### config.mk
export PLATFORM = sky130hd
export DESIGN_NAME = roi_integrator
export DESIGN_NICKNAME = d
export VERILOG_FILES = /design/src/rtl/roi_integrator_pkg.sv /design/src/rtl/roi_integrator_site_mapper.sv /design/src/rtl/roi_integrator.sv
export SDC_FILE = /design/constraint.sdc
export NUM_CORES = 1
export LEC_CHECK = 0
export CELL_PAD_IN_SITES_DETAIL_PLACEMENT = 0
export CELL_PAD_IN_SITES_GLOBAL_PLACEMENT = 1
export CORE_MARGIN = 5
export CORE_UTILIZATION = 31
export DETAILED_ROUTE_END_ITERATION = 16
export MAX_ROUTING_LAYER = met4
export PLACE_DENSITY = 0.52
export SLEW_MARGIN = 30
export SYNTH_ARGS = -nofsm -noshare
export SYNTH_HDL_FRONTEND = slang
export SYNTH_SLANG_ARGS = --single-unit
### constraint.sdc
create_clock -name i_clk_500 -period 5.1 [get_ports i_clk_500]
set_input_delay 1.275 -clock i_clk_500 [delete_from_list [all_inputs] [get_ports i_clk_500]]
set_output_delay 1.275 -clock i_clk_500 [all_outputs]
set_load 0.03 [all_outputs]
### src/rtl/roi_integrator_pkg.sv
// -----------------------------------------------------------------------------
// roi_integrator_pkg
// Shared project definitions for the ROI integrator slice:
//   COORD_WIDTH  - width of the pixel x/y coordinate buses
//   IMAGE_WIDTH  - nominal sensor width in pixels
//   IMAGE_HEIGHT - nominal sensor height in pixels
//   roi_state_e  - frame-level FSM states of the integrator
// -----------------------------------------------------------------------------
package roi_integrator_pkg;

    localparam int COORD_WIDTH  = 8;
    localparam int IMAGE_WIDTH  = 64;
    localparam int IMAGE_HEIGHT = 64;

    typedef enum logic [1:0] {
        S_IDLE    = 2'd0,
        S_ACCUM   = 2'd1,
        S_DRAIN   = 2'd2,
        S_PUBLISH = 2'd3
    } roi_state_e;

endpackage : roi_integrator_pkg

### src/rtl/roi_integrator_site_mapper.sv
// -----------------------------------------------------------------------------
// roi_site_mapper
// Pipeline stage 1: maps a pixel coordinate to an ROI site index and decides
// whether the pixel lies inside that site's square ROI. All outputs are
// registered.
// Ports:
//   i_clk_500 / i_rst    clock, synchronous active-high reset
//   i_valid, i_data      qualified pixel (already gated by the caller)
//   i_x, i_y             pixel coordinates
//   o_valid, o_in_roi    registered qualifier and ROI hit flag
//   o_site, o_data       registered site index (row*GRID_N+col) and intensity
// -----------------------------------------------------------------------------
module roi_site_mapper
    import roi_integrator_pkg::*;
#(
    parameter int GRID_N   = 4,
    parameter int PITCH    = 16,
    parameter int ROI_SIZE = 8,
    parameter int ORIGIN_X = 0,
    parameter int ORIGIN_Y = 0,
    parameter int SITE_W   = 4
) (
    input  logic                   i_clk_500,
    input  logic                   i_rst,
    input  logic                   i_valid,
    input  logic [7:0]             i_data,
    input  logic [COORD_WIDTH-1:0] i_x,
    input  logic [COORD_WIDTH-1:0] i_y,
    output logic                   o_valid,
    output logic                   o_in_roi,
    output logic [SITE_W-1:0]      o_site,
    output logic [7:0]             o_data
);

    localparam int DW       = COORD_WIDTH + 2;      // one extra bit of headroom plus sign
    localparam int PITCH_LG = $clog2(PITCH);
    localparam int CW       = COORD_WIDTH + 1 - PITCH_LG;

    localparam logic signed [DW-1:0] ORG_X_C  = DW'(ORIGIN_X);
    localparam logic signed [DW-1:0] ORG_Y_C  = DW'(ORIGIN_Y);
    localparam logic [SITE_W-1:0]    GRID_C   = SITE_W'(GRID_N);

    logic signed [DW-1:0]  dx_s;
    logic signed [DW-1:0]  dy_s;
    logic [CW-1:0]         col_s;
    logic [CW-1:0]         row_s;
    logic [PITCH_LG-1:0]   off_x_s;
    logic [PITCH_LG-1:0]   off_y_s;
    logic                  in_roi_s;
    logic [SITE_W-1:0]     site_s;

    // Because PITCH is a power of two, the division and modulo are plain bit slices.
    assign dx_s    = $signed({2'b00, i_x}) - ORG_X_C;
    assign dy_s    = $signed({2'b00, i_y}) - ORG_Y_C;
    assign col_s   = dx_s[DW-2:PITCH_LG];
    assign row_s   = dy_s[DW-2:PITCH_LG];
    assign off_x_s = dx_s[PITCH_LG-1:0];
    assign off_y_s = dy_s[PITCH_LG-1:0];

    assign in_roi_s = !dx_s[DW-1] && !dy_s[DW-1]
                   && (32'(col_s) < GRID_N) && (32'(row_s) < GRID_N)
                   && (32'(off_x_s) < ROI_SIZE) && (32'(off_y_s) < ROI_SIZE);

    // Truncation is safe: the index is only used when in_roi_s guarantees range.
    assign site_s = SITE_W'(row_s) * GRID_C + SITE_W'(col_s);

    // Stage-1 pipeline register.
    always_ff @(posedge i_clk_500) begin
        if (i_rst) begin
            o_valid  <= 1'b0;
            o_in_roi <= 1'b0;
            o_site   <= '0;
            o_data   <= 8'd0;
        end else begin
            o_valid  <= i_valid;
            o_in_roi <= in_roi_s;
            o_site   <= site_s;
            o_data   <= i_data;
        end
    end

endmodule : roi_site_mapper

### src/rtl/roi_integrator.sv
// -----------------------------------------------------------------------------
// roi_integrator
// Integrates pixel intensity over a GRID_N x GRID_N array of square ROIs and
// publishes a per-site occupancy bitmap at the end of each frame.
// Ports:
//   i_clk_500, i_rst             clock, synchronous active-high reset
//   i_pixel_valid/_data/_x/_y    pixel stream
//   i_sync_fval                  frame valid (rising edge starts a frame)
//   i_frame_done                 end-of-frame pulse
//   o_occupancy                  bit r*GRID_N+c set when site (r,c) sum >= THRESHOLD
//   o_result_valid               one-cycle pulse when o_occupancy updates
//   o_frame_count                published frame counter (wraps)
//   o_overrun                    sticky: a pixel arrived outside S_ACCUM
// -----------------------------------------------------------------------------
module roi_integrator
    import roi_integrator_pkg::*;
#(
    parameter int GRID_N    = 4,
    parameter int PITCH     = 16,
    parameter int ROI_SIZE  = 8,
    parameter int ORIGIN_X  = 0,
    parameter int ORIGIN_Y  = 0,
    parameter int THRESHOLD = 2000
) (
    input  logic                       i_clk_500,
    input  logic                       i_rst,
    input  logic                       i_pixel_valid,
    input  logic [7:0]                 i_pixel_data,
    input  logic [COORD_WIDTH-1:0]     i_pixel_x,
    input  logic [COORD_WIDTH-1:0]     i_pixel_y,
    input  logic                       i_sync_fval,
    input  logic                       i_frame_done,
    output logic [GRID_N*GRID_N-1:0]   o_occupancy,
    output logic                       o_result_valid,
    output logic [15:0]                o_frame_count,
    output logic                       o_overrun
);

    localparam int SITES  = GRID_N * GRID_N;
    localparam int SITE_W = (SITES > 1) ? $clog2(SITES) : 1;
    localparam int SUM_W  = 8 + 2 * $clog2(ROI_SIZE);

    roi_state_e             state_r;
    roi_state_e             state_nxt_s;
    logic                   drain_cnt_r;
    logic                   fval_d_r;
    logic [SUM_W-1:0]       sums_r [SITES];
    logic [SITES-1:0]       occupancy_r;
    logic                   result_valid_r;
    logic [15:0]            frame_count_r;
    logic                   overrun_r;

    logic                   fval_rise_s;
    logic                   accept_s;
    logic                   drop_s;
    logic                   clear_s;
    logic                   publish_s;
    logic                   map_valid_s;
    logic                   map_in_roi_s;
    logic [SITE_W-1:0]      map_site_s;
    logic [7:0]             map_data_s;

    // Saturating accumulate: sticks at all-ones instead of wrapping.
    function automatic logic [SUM_W-1:0] sat_add(input logic [SUM_W-1:0] a,
                                                 input logic [7:0]       b);
        logic [SUM_W:0] t;
        t = {1'b0, a} + {{(SUM_W-7){1'b0}}, b};
        if (t[SUM_W]) begin
            return {SUM_W{1'b1}};
        end else begin
            return t[SUM_W-1:0];
        end
    endfunction

    assign fval_rise_s = i_sync_fval && !fval_d_r;
    assign accept_s    = i_pixel_valid && (state_r == S_ACCUM);
    assign drop_s      = i_pixel_valid && (state_r != S_ACCUM);
    // A rise in S_ACCUM aborts the running frame; S_PUBLISH clears after latching results.
    assign clear_s     = (fval_rise_s && (state_r == S_IDLE || state_r == S_ACCUM))
                      || (state_r == S_PUBLISH);
    // Results latch on the last drain cycle so o_result_valid is high during S_PUBLISH.
    assign publish_s   = (state_r == S_DRAIN) && drain_cnt_r;

    roi_site_mapper #(
        .GRID_N   (GRID_N),
        .PITCH    (PITCH),
        .ROI_SIZE (ROI_SIZE),
        .ORIGIN_X (ORIGIN_X),
        .ORIGIN_Y (ORIGIN_Y),
        .SITE_W   (SITE_W)
    ) u_mapper (
        .i_clk_500 (i_clk_500),
        .i_rst     (i_rst),
        .i_valid   (accept_s),
        .i_data    (i_pixel_data),
        .i_x       (i_pixel_x),
        .i_y       (i_pixel_y),
        .o_valid   (map_valid_s),
        .o_in_roi  (map_in_roi_s),
        .o_site    (map_site_s),
        .o_data    (map_data_s)
    );

    // Next-state logic of the frame FSM.
    always_comb begin
        state_nxt_s = state_r;
        case (state_r)
            S_IDLE: begin
                if (fval_rise_s) state_nxt_s = S_ACCUM;
                else             state_nxt_s = S_IDLE;
            end
            S_ACCUM: begin
                if (fval_rise_s)       state_nxt_s = S_ACCUM;
                else if (i_frame_done) state_nxt_s = S_DRAIN;
                else                   state_nxt_s = S_ACCUM;
            end
            S_DRAIN: begin
                if (drain_cnt_r) state_nxt_s = S_PUBLISH;
                else             state_nxt_s = S_DRAIN;
            end
            S_PUBLISH: state_nxt_s = S_IDLE;
            default:   state_nxt_s = S_IDLE;
        endcase
    end

    // FSM state, drain counter and frame-valid edge detector.
    always_ff @(posedge i_clk_500) begin
        if (i_rst) begin
            state_r     <= S_IDLE;
            drain_cnt_r <= 1'b0;
            fval_d_r    <= 1'b0;
        end else begin
            state_r     <= state_nxt_s;
            drain_cnt_r <= (state_r == S_DRAIN) ? !drain_cnt_r : 1'b0;
            fval_d_r    <= i_sync_fval;
        end
    end

    // Stage 2: per-site accumulators; a clear wins over a same-cycle update.
    always_ff @(posedge i_clk_500) begin
        if (i_rst || clear_s) begin
            for (int i = 0; i < SITES; i++) sums_r[i] <= '0;
        end else if (map_valid_s && map_in_roi_s) begin
            sums_r[map_site_s] <= sat_add(sums_r[map_site_s], map_data_s);
        end
    end

    // Published results and status flags.
    always_ff @(posedge i_clk_500) begin
        if (i_rst) begin
            occupancy_r    <= '0;
            result_valid_r <= 1'b0;
            frame_count_r  <= 16'd0;
            overrun_r      <= 1'b0;
        end else begin
            result_valid_r <= publish_s;
            if (publish_s) begin
                for (int i = 0; i < SITES; i++) begin
                    occupancy_r[i] <= (32'(sums_r[i]) >= THRESHOLD);
                end
                frame_count_r <= frame_count_r + 16'd1;
            end
            if (drop_s) overrun_r <= 1'b1;
        end
    end

    assign o_occupancy    = occupancy_r;
    assign o_result_valid = result_valid_r;
    assign o_frame_count  = frame_count_r;
    assign o_overrun      = overrun_r;

endmodule : roi_integrator

==> flow_summary.ini, run 1 <==
[clocking]
cts_tree = done
cts_setup_buffers = 0
cts_root_buffer = clkbuf_16
clk_pin_slew_ns = 0.06
clk_path_buf_depth = 3
postCtsHoldBufs = 0
ctsHtreeMaxLevel = 1
cts-resized-gates = 0
clock_sinks = 276
cts_buffers = 31
clk_latency_ns = 0.58

[global_routing]
first_global_vias = 7939
antenna_found_initial = 0
grt_pass1_wl_mm = 50.5
grt_max_degree = 53
groute.usage.overall_pct = 15.3
overflow = 0

[detailed_routing]
first_iter_violations = 501
first_pass_iters = 4
wl_mm = 33.2
ant_nets = 0
drt-vias-per-instance = 4.84
drt-wirelength-per-cell_um = 21.2
drc_errors = 0
num_vias = 7586

[synthesis]
synth_edf_count = 224
synth_nets = 986
syn_area_sq_um = 12500
ys_ff_latch = 276
yosys.cell_types.count = 56
syn_inst = 946
synth.yosys.warnings = 0
synth.avg_cell_area_sq_um = 13.2
synth_ff_type = edfxtp_1
async_flop_share_pct = 0
yosysSeqAreaShare_pct = 62.3

[sta]
report.final.setup_viol = 0
worst_slew_pin_slew_ns = 0.825
slew_headroom_pct = 45.0
fmax_mhz = 222
finalCritPeriodShare_pct = 88.1
skew_ns = 0.0276
setup-tns-final_ns = 0
min_period_ns = 4.49
hold_viol_final = 0
rsz0062_at_grt = false
maxSlewViolCount = 0

[place]
io_buffers = 56
hpwl_mm = 23.3
place_congestion = 0.771
place_area_sq_um = 13700

[setup_path]
cp_max_fo = 20
end_kind = register
r2r_start = u_mapper.o_site[0]$_SDFF_PP0_
required_ns = 5.42
worstPathArrival_ns = 4.81
worstReg2RegEnd = sums_r[3][6]$_SDFFCE_PN0P_
critPathLaunchType = register
r2r_cells = 12
startpoint = u_mapper.o_site[0]$_SDFF_PP0_
rrSetupSlack_ns = 0.61
path_class = register to register
crit_path_end = sums_r[3][6]$_SDFFCE_PN0P_

[die]
die_area_sq_um = 44300
die_x_um = 210
ios = 63
start_util_pct = 31.4
core_sq_um = 39700
rows = 73
die_h_um = 210

[finish]
drive_above_1_share_pct = 19.3
final_nets = 1059
final_util_pct = 37.1
postLayoutCellArea_sq_um = 14800
seq_area_sq_um = 7770
syn_to_final_growth_pct = 18.4
multiInputGateArea_sq_um = 4310
diodes = 0
fillers = 3772

[power]
finalPower_uw = 5540
power_density_nw_per_um2 = 376
peakVddDrop_mv = 0.212
leakagePower_uw = 0.00505

[hold_path]
hold_path_depth = 1
hold_class = register to register

[flow_run]
cap_violations = 0

[outcome]
status = complete, no violations
-- critical path, stage by stage (launching register included) --
cell and delay (ns):
dfxtp_4 0.65, mux4_2 0.61, mux4_2 0.51, ha_1 0.24, fa_1 0.42, a21o_1 0.18, a21oi_1 0.30, o21ai_0 0.17
nand2_1 0.26, nor4_4 0.08, buf_4 0.24, nor2_4 0.42, nor2_1 0.10
-- power breakdown --
part           switching, uW  leakage (uW)  internal [uW]
registers               65.7       0.00286           2550
logic                    384       0.00167            209
clock network            951      0.000512           1390
-- logic make-up (layout without fill, tap and decap cells) --
family | count (synthesis) | after routing | synth area share [%]
xor+xnor | 21 | 21 | 1.48
flops | 276 | 276 | 62.3
simple gates | 430 | 430 | 15.9
mux | 67 | 67 | 11.9
fa+ha+maj | 11 | 11 | 1.16
buf+inv | 65 | 162 | 3.07
compound gates | 76 | 76 | 4.23
-- metrics by stage --
step / hold WS [ns] / instances / setup WS, ns
detailed placement: 0.403 / 1511 / 0.480
floorplan: 0.389 / 946 / 0.801
finish: 0.409 / 1568 / 0.605
CTS: 0.412 / 1568 / 0.466
global placement: 0.397 / 1511 / 0.523
global route: 0.459 / 1568 / 0.342
-- cell usage after synthesis (2+ instances only) --
master | n | area (sq um)
a2111oi_0 | 2 | 17.5
a211oi_1 | 15 | 113
a21o_1 | 3 | 22.5
a21oi_1 | 10 | 50.1
a22o_1 | 2 | 17.5
a22oi_1 | 9 | 67.6
and2_1 | 2 | 12.5
and3_1 | 3 | 18.8
buf_2 | 9 | 45.0
buf_4 | 5 | 37.5
buf_6 | 13 | 146
clkbuf_1 | 32 | 120
dfxtp_1 | 52 | 1040
edfxtp_1 | 224 | 6730
ha_1 | 10 | 125
inv_1 | 4 | 15.0
mux2i_2 | 2 | 27.5
mux4_2 | 64 | 1440
nand2_1 | 46 | 173
nand2_2 | 3 | 18.8
nand2b_1 | 2 | 12.5
nand3_1 | 8 | 40.0
nand4_1 | 20 | 125
nor2_1 | 274 | 1030
nor2_2 | 11 | 68.8
nor2_4 | 10 | 113
nor2b_1 | 18 | 113
nor3_1 | 2 | 10.0
nor3b_1 | 3 | 22.5
nor4_1 | 16 | 100
o21ai_0 | 25 | 125
or3_1 | 4 | 25.0
xnor2_1 | 9 | 78.8
xor2_1 | 12 | 105
-- worst min path at each step --
stage                                   to                    from
floorplan           drain_cnt_r$_SDFF_PP0_  drain_cnt_r$_SDFF_PP0_
global placement    drain_cnt_r$_SDFF_PP0_  drain_cnt_r$_SDFF_PP0_
detailed placement  drain_cnt_r$_SDFF_PP0_  drain_cnt_r$_SDFF_PP0_
CTS                 drain_cnt_r$_SDFF_PP0_  drain_cnt_r$_SDFF_PP0_
global route        drain_cnt_r$_SDFF_PP0_  drain_cnt_r$_SDFF_PP0_
finish              drain_cnt_r$_SDFF_PP0_  drain_cnt_r$_SDFF_PP0_
-- layout by cell type (no fill, tap or decap), types with 3 or more instances in the layout --
cell type,count
nand3_1,8
buf_4,42
and3_1,3
nand2_1,46
nor3b_1,3
clkbuf_16,31
clkdlybuf4s50_1,55
nand2_2,3
nor2_4,10
o21ai_0,25
nor4_1,16
nor2_1,274
nand4_1,20
inv_1,4
mux4_2,64
bufinv_16,5
edfxtp_1,224
a211oi_1,15
a21o_1,3
buf_12,3
clkinvlp_4,6
xor2_1,12
xnor2_1,9
or3_1,4
a21oi_1,10
nor2b_1,18
nor2_2,11
clkinv_2,7
dfxtp_1,50
a22oi_1,9
ha_1,10
-- sequential cells by signal, summed over array words and instances, names as in the netlist, named ones only --
signal	cells
drain_cnt_r	1
fval_d_r	1
o_frame_count	16
o_occupancy	16
o_overrun	1
o_result_valid	1
state_r	1
sums_r	224
u_mapper.o_data	8
u_mapper.o_in_roi	1
u_mapper.o_site	4
u_mapper.o_valid	1
-- metal layers --
metal	global-route usage, %	wire length (um)	vias to the layer above
met2	26.2	16600	149
met1	20.1	14800	3792
met3	2.01	1290	35
li1	-	-	3610
met4	2.73	439	0
met5	-	0	-
-- layout make-up --
cell class	instances	share of cell area (%)
clock inverter	23	1.87
tap	525	4.45
sequential	276	52.7
inverter	4	0.102
clock buffer	34	5.40
timing repair buffer	101	6.31
multi-input combinational	605	29.2
(Power assumes the default switching activity.)
==> inputs of run 2 (changes only) <==
--- a/config.mk
+++ b/config.mk
@@ -7,6 +7,7 @@
 export LEC_CHECK = 0
 export CELL_PAD_IN_SITES_DETAIL_PLACEMENT = 0
 export CELL_PAD_IN_SITES_GLOBAL_PLACEMENT = 1
+export CORE_ASPECT_RATIO = 1.25
 export CORE_MARGIN = 5
 export CORE_UTILIZATION = 31
 export DETAILED_ROUTE_END_ITERATION = 16
==> run 2 against run 1 <==
Against the previous run:
- sequential power about the same
- largest cell class unchanged
- critical endpoint is now sums_r[11][11]$_SDFFCE_PN0P_
- worst setup slack better by 0.10 ns
- clock-buffer cell count down 1
- highest routed layer unchanged
==> flow_summary.ini, run 2 (synthesis gave the netlist of run 1 again) <==
[setup_path]
r2r_start = u_mapper.o_site[0]$_SDFF_PP0_
end_kind = register
startpoint = u_mapper.o_site[0]$_SDFF_PP0_
path_buf_inv = 2
required_ns = 5.38
crit_chain = buf_4 -> mux4_2 -> mux4_2 -> ha_1 -> a2111oi_0 -> a21oi_1 -> nand2_1 -> nor4_4 -> buf_4 -> a21oi_4 -> nor2_1
critical-path-top-delay-family = multiplexers
slowest_delay_ns = 0.61
slowest_stage = dfxtp_4
path_class = register to register
cp_max_fo = 18
worstPathArrival_ns = 4.67
critPathLaunchType = register

[power]
combPwrFrac_pct = 11.1
leakagePower_uw = 0.00501
peakVddDrop_mv = 0.223
p_sw_uw = 1340
p_int_uw = 3940
seqPwrFrac_pct = 49.5
clkPwrFrac_pct = 39.4
power_density_nw_per_um2 = 362
p_sw_share_pct = 25.4

[place]
hpwl_mm = 24.6
io_buffers = 56
dp_slack_ns = 0.650
place_congestion = 0.798

[detailed_routing]
first_pass_iters = 5
drt-wirelength-per-cell_um = 21.7
wl_mm = 33.6
ant_nets = 0
drt-vias-per-instance = 4.90
first_iter_violations = 504
drc_errors = 0
num_vias = 7579

[clocking]
cts_tree = done
clock_sinks = 276
clk_path_buf_depth = 3
cts-resized-gates = 0
cts_root_buffer = clkbuf_16
clk_pin_slew_ns = 0.06
cts_setup_buffers = 0
cts_buffers = 29
ctsHtreeMaxLevel = 1
clk_latency_ns = 0.56
postCtsHoldBufs = 0

[sta]
min_period_ns = 4.39
hold_viol_final = 0
report.final.setup_viol = 0
maxSlewViolCount = 0
worst_slew_pin_slew_ns = 0.909
rsz0062_at_grt = false
setup-tns-final_ns = 0
finalWorstSetupSlack_ns = 0.708
slew_headroom_pct = 39.3
finalCritPeriodShare_pct = 86.1
fmax_mhz = 228
skew_ns = 0.0155

[flow_run]
cap_violations = 0

[finish]
final_cell_mix = nor2_1 (274), edfxtp_1 (224), mux4_2 (64)
final_common_cell = nor2_1
top_register = sums_r
fillers = 3863
diodes = 0
seq_area_sq_um = 7770
multiInputGateArea_sq_um = 4310
drive_above_1_share_pct = 19.0
final_nets = 1062
largest_reg_flops = 224
syn_to_final_growth_pct = 17.2

[global_routing]
antenna_found_initial = 0
first_global_vias = 7686
grt_pass1_wl_mm = 49.8
grt_max_degree = 53
groute.usage.overall_pct = 15.5
overflow = 0

[die]
core_sq_um = 39900
ios = 63
die_h_um = 234
rows = 82
die_x_um = 189
start_util_pct = 31.2
die_area_sq_um = 44300

[hold_path]
hold_class = register to register
hold_start = drain_cnt_r$_SDFF_PP0_

[outcome]
status = complete, no violations
run 2: final cells by class:
type                    instances  share of cell area, %
clock buffers                  33                   5.07
multi-input cells             605                   29.5
repair buffers                106                   6.55
well taps                     504                   4.32
inverters                       4                  0.103
flip-flops and latches        276                   53.2
clock inverters                19                   1.19
run 2: layer usage:
metal	routed length, um	vias up	GRT usage, %
met2	18300	135	29.1
met1	13600	3805	17.9
met3	1330	19	2.05
li1	-	3620	-
met4	388	0	2.80
met5	0	-	-
run 2: worst register-to-register path, stage by stage (launching register included):
cell and delay [ns]:
dfxtp_4 0.61, buf_4 0.38, mux4_2 0.57, mux4_2 0.53
ha_1 0.38, a2111oi_0 0.48, a21oi_1 0.07, nand2_1 0.20
nor4_4 0.07, buf_4 0.24, a21oi_4 0.49, nor2_1 0.10
run 2: power by group through the flow:
stage | logic, uW | registers, uW | clock network [uW]
floorplan | 432 | 2620 | 0
global placement | 608 | 2660 | 0
detailed placement | 609 | 2660 | 0
CTS | 610 | 2610 | 2140
global route | 639 | 2620 | 2240
finish | 587 | 2610 | 2080
run 2: worst paths after layout:
kind | end | slack, ns | cells past startpoint
worst max-delay path | sums_r[11][11]$_SDFFCE_PN0P_ | 0.71 | 11
worst min-delay path | drain_cnt_r$_SDFF_PP0_ | 0.41 | 1
worst max register to register | sums_r[11][11]$_SDFFCE_PN0P_ | 0.71 | 11
worst min register to register | drain_cnt_r$_SDFF_PP0_ | 0.41 | 1
run 2: stage by stage:
stage | cells | power [uW] | area (sq um) | hold slack, ns | util, %
6_report | 1547 | 5280 | 14600 | 0.407 | 36.6
5_1_grt | 1547 | 5500 | 14600 | 0.444 | 36.6
4_1_cts | 1547 | 5370 | 14600 | 0.412 | 36.6
3_5_place_dp | 1495 | 3270 | 13700 | 0.403 | 34.3
3_3_place_gp | 1495 | 3270 | 13700 | 0.401 | 34.3
2_1_floorplan | 946 | 3050 | 12500 | 0.389 | -
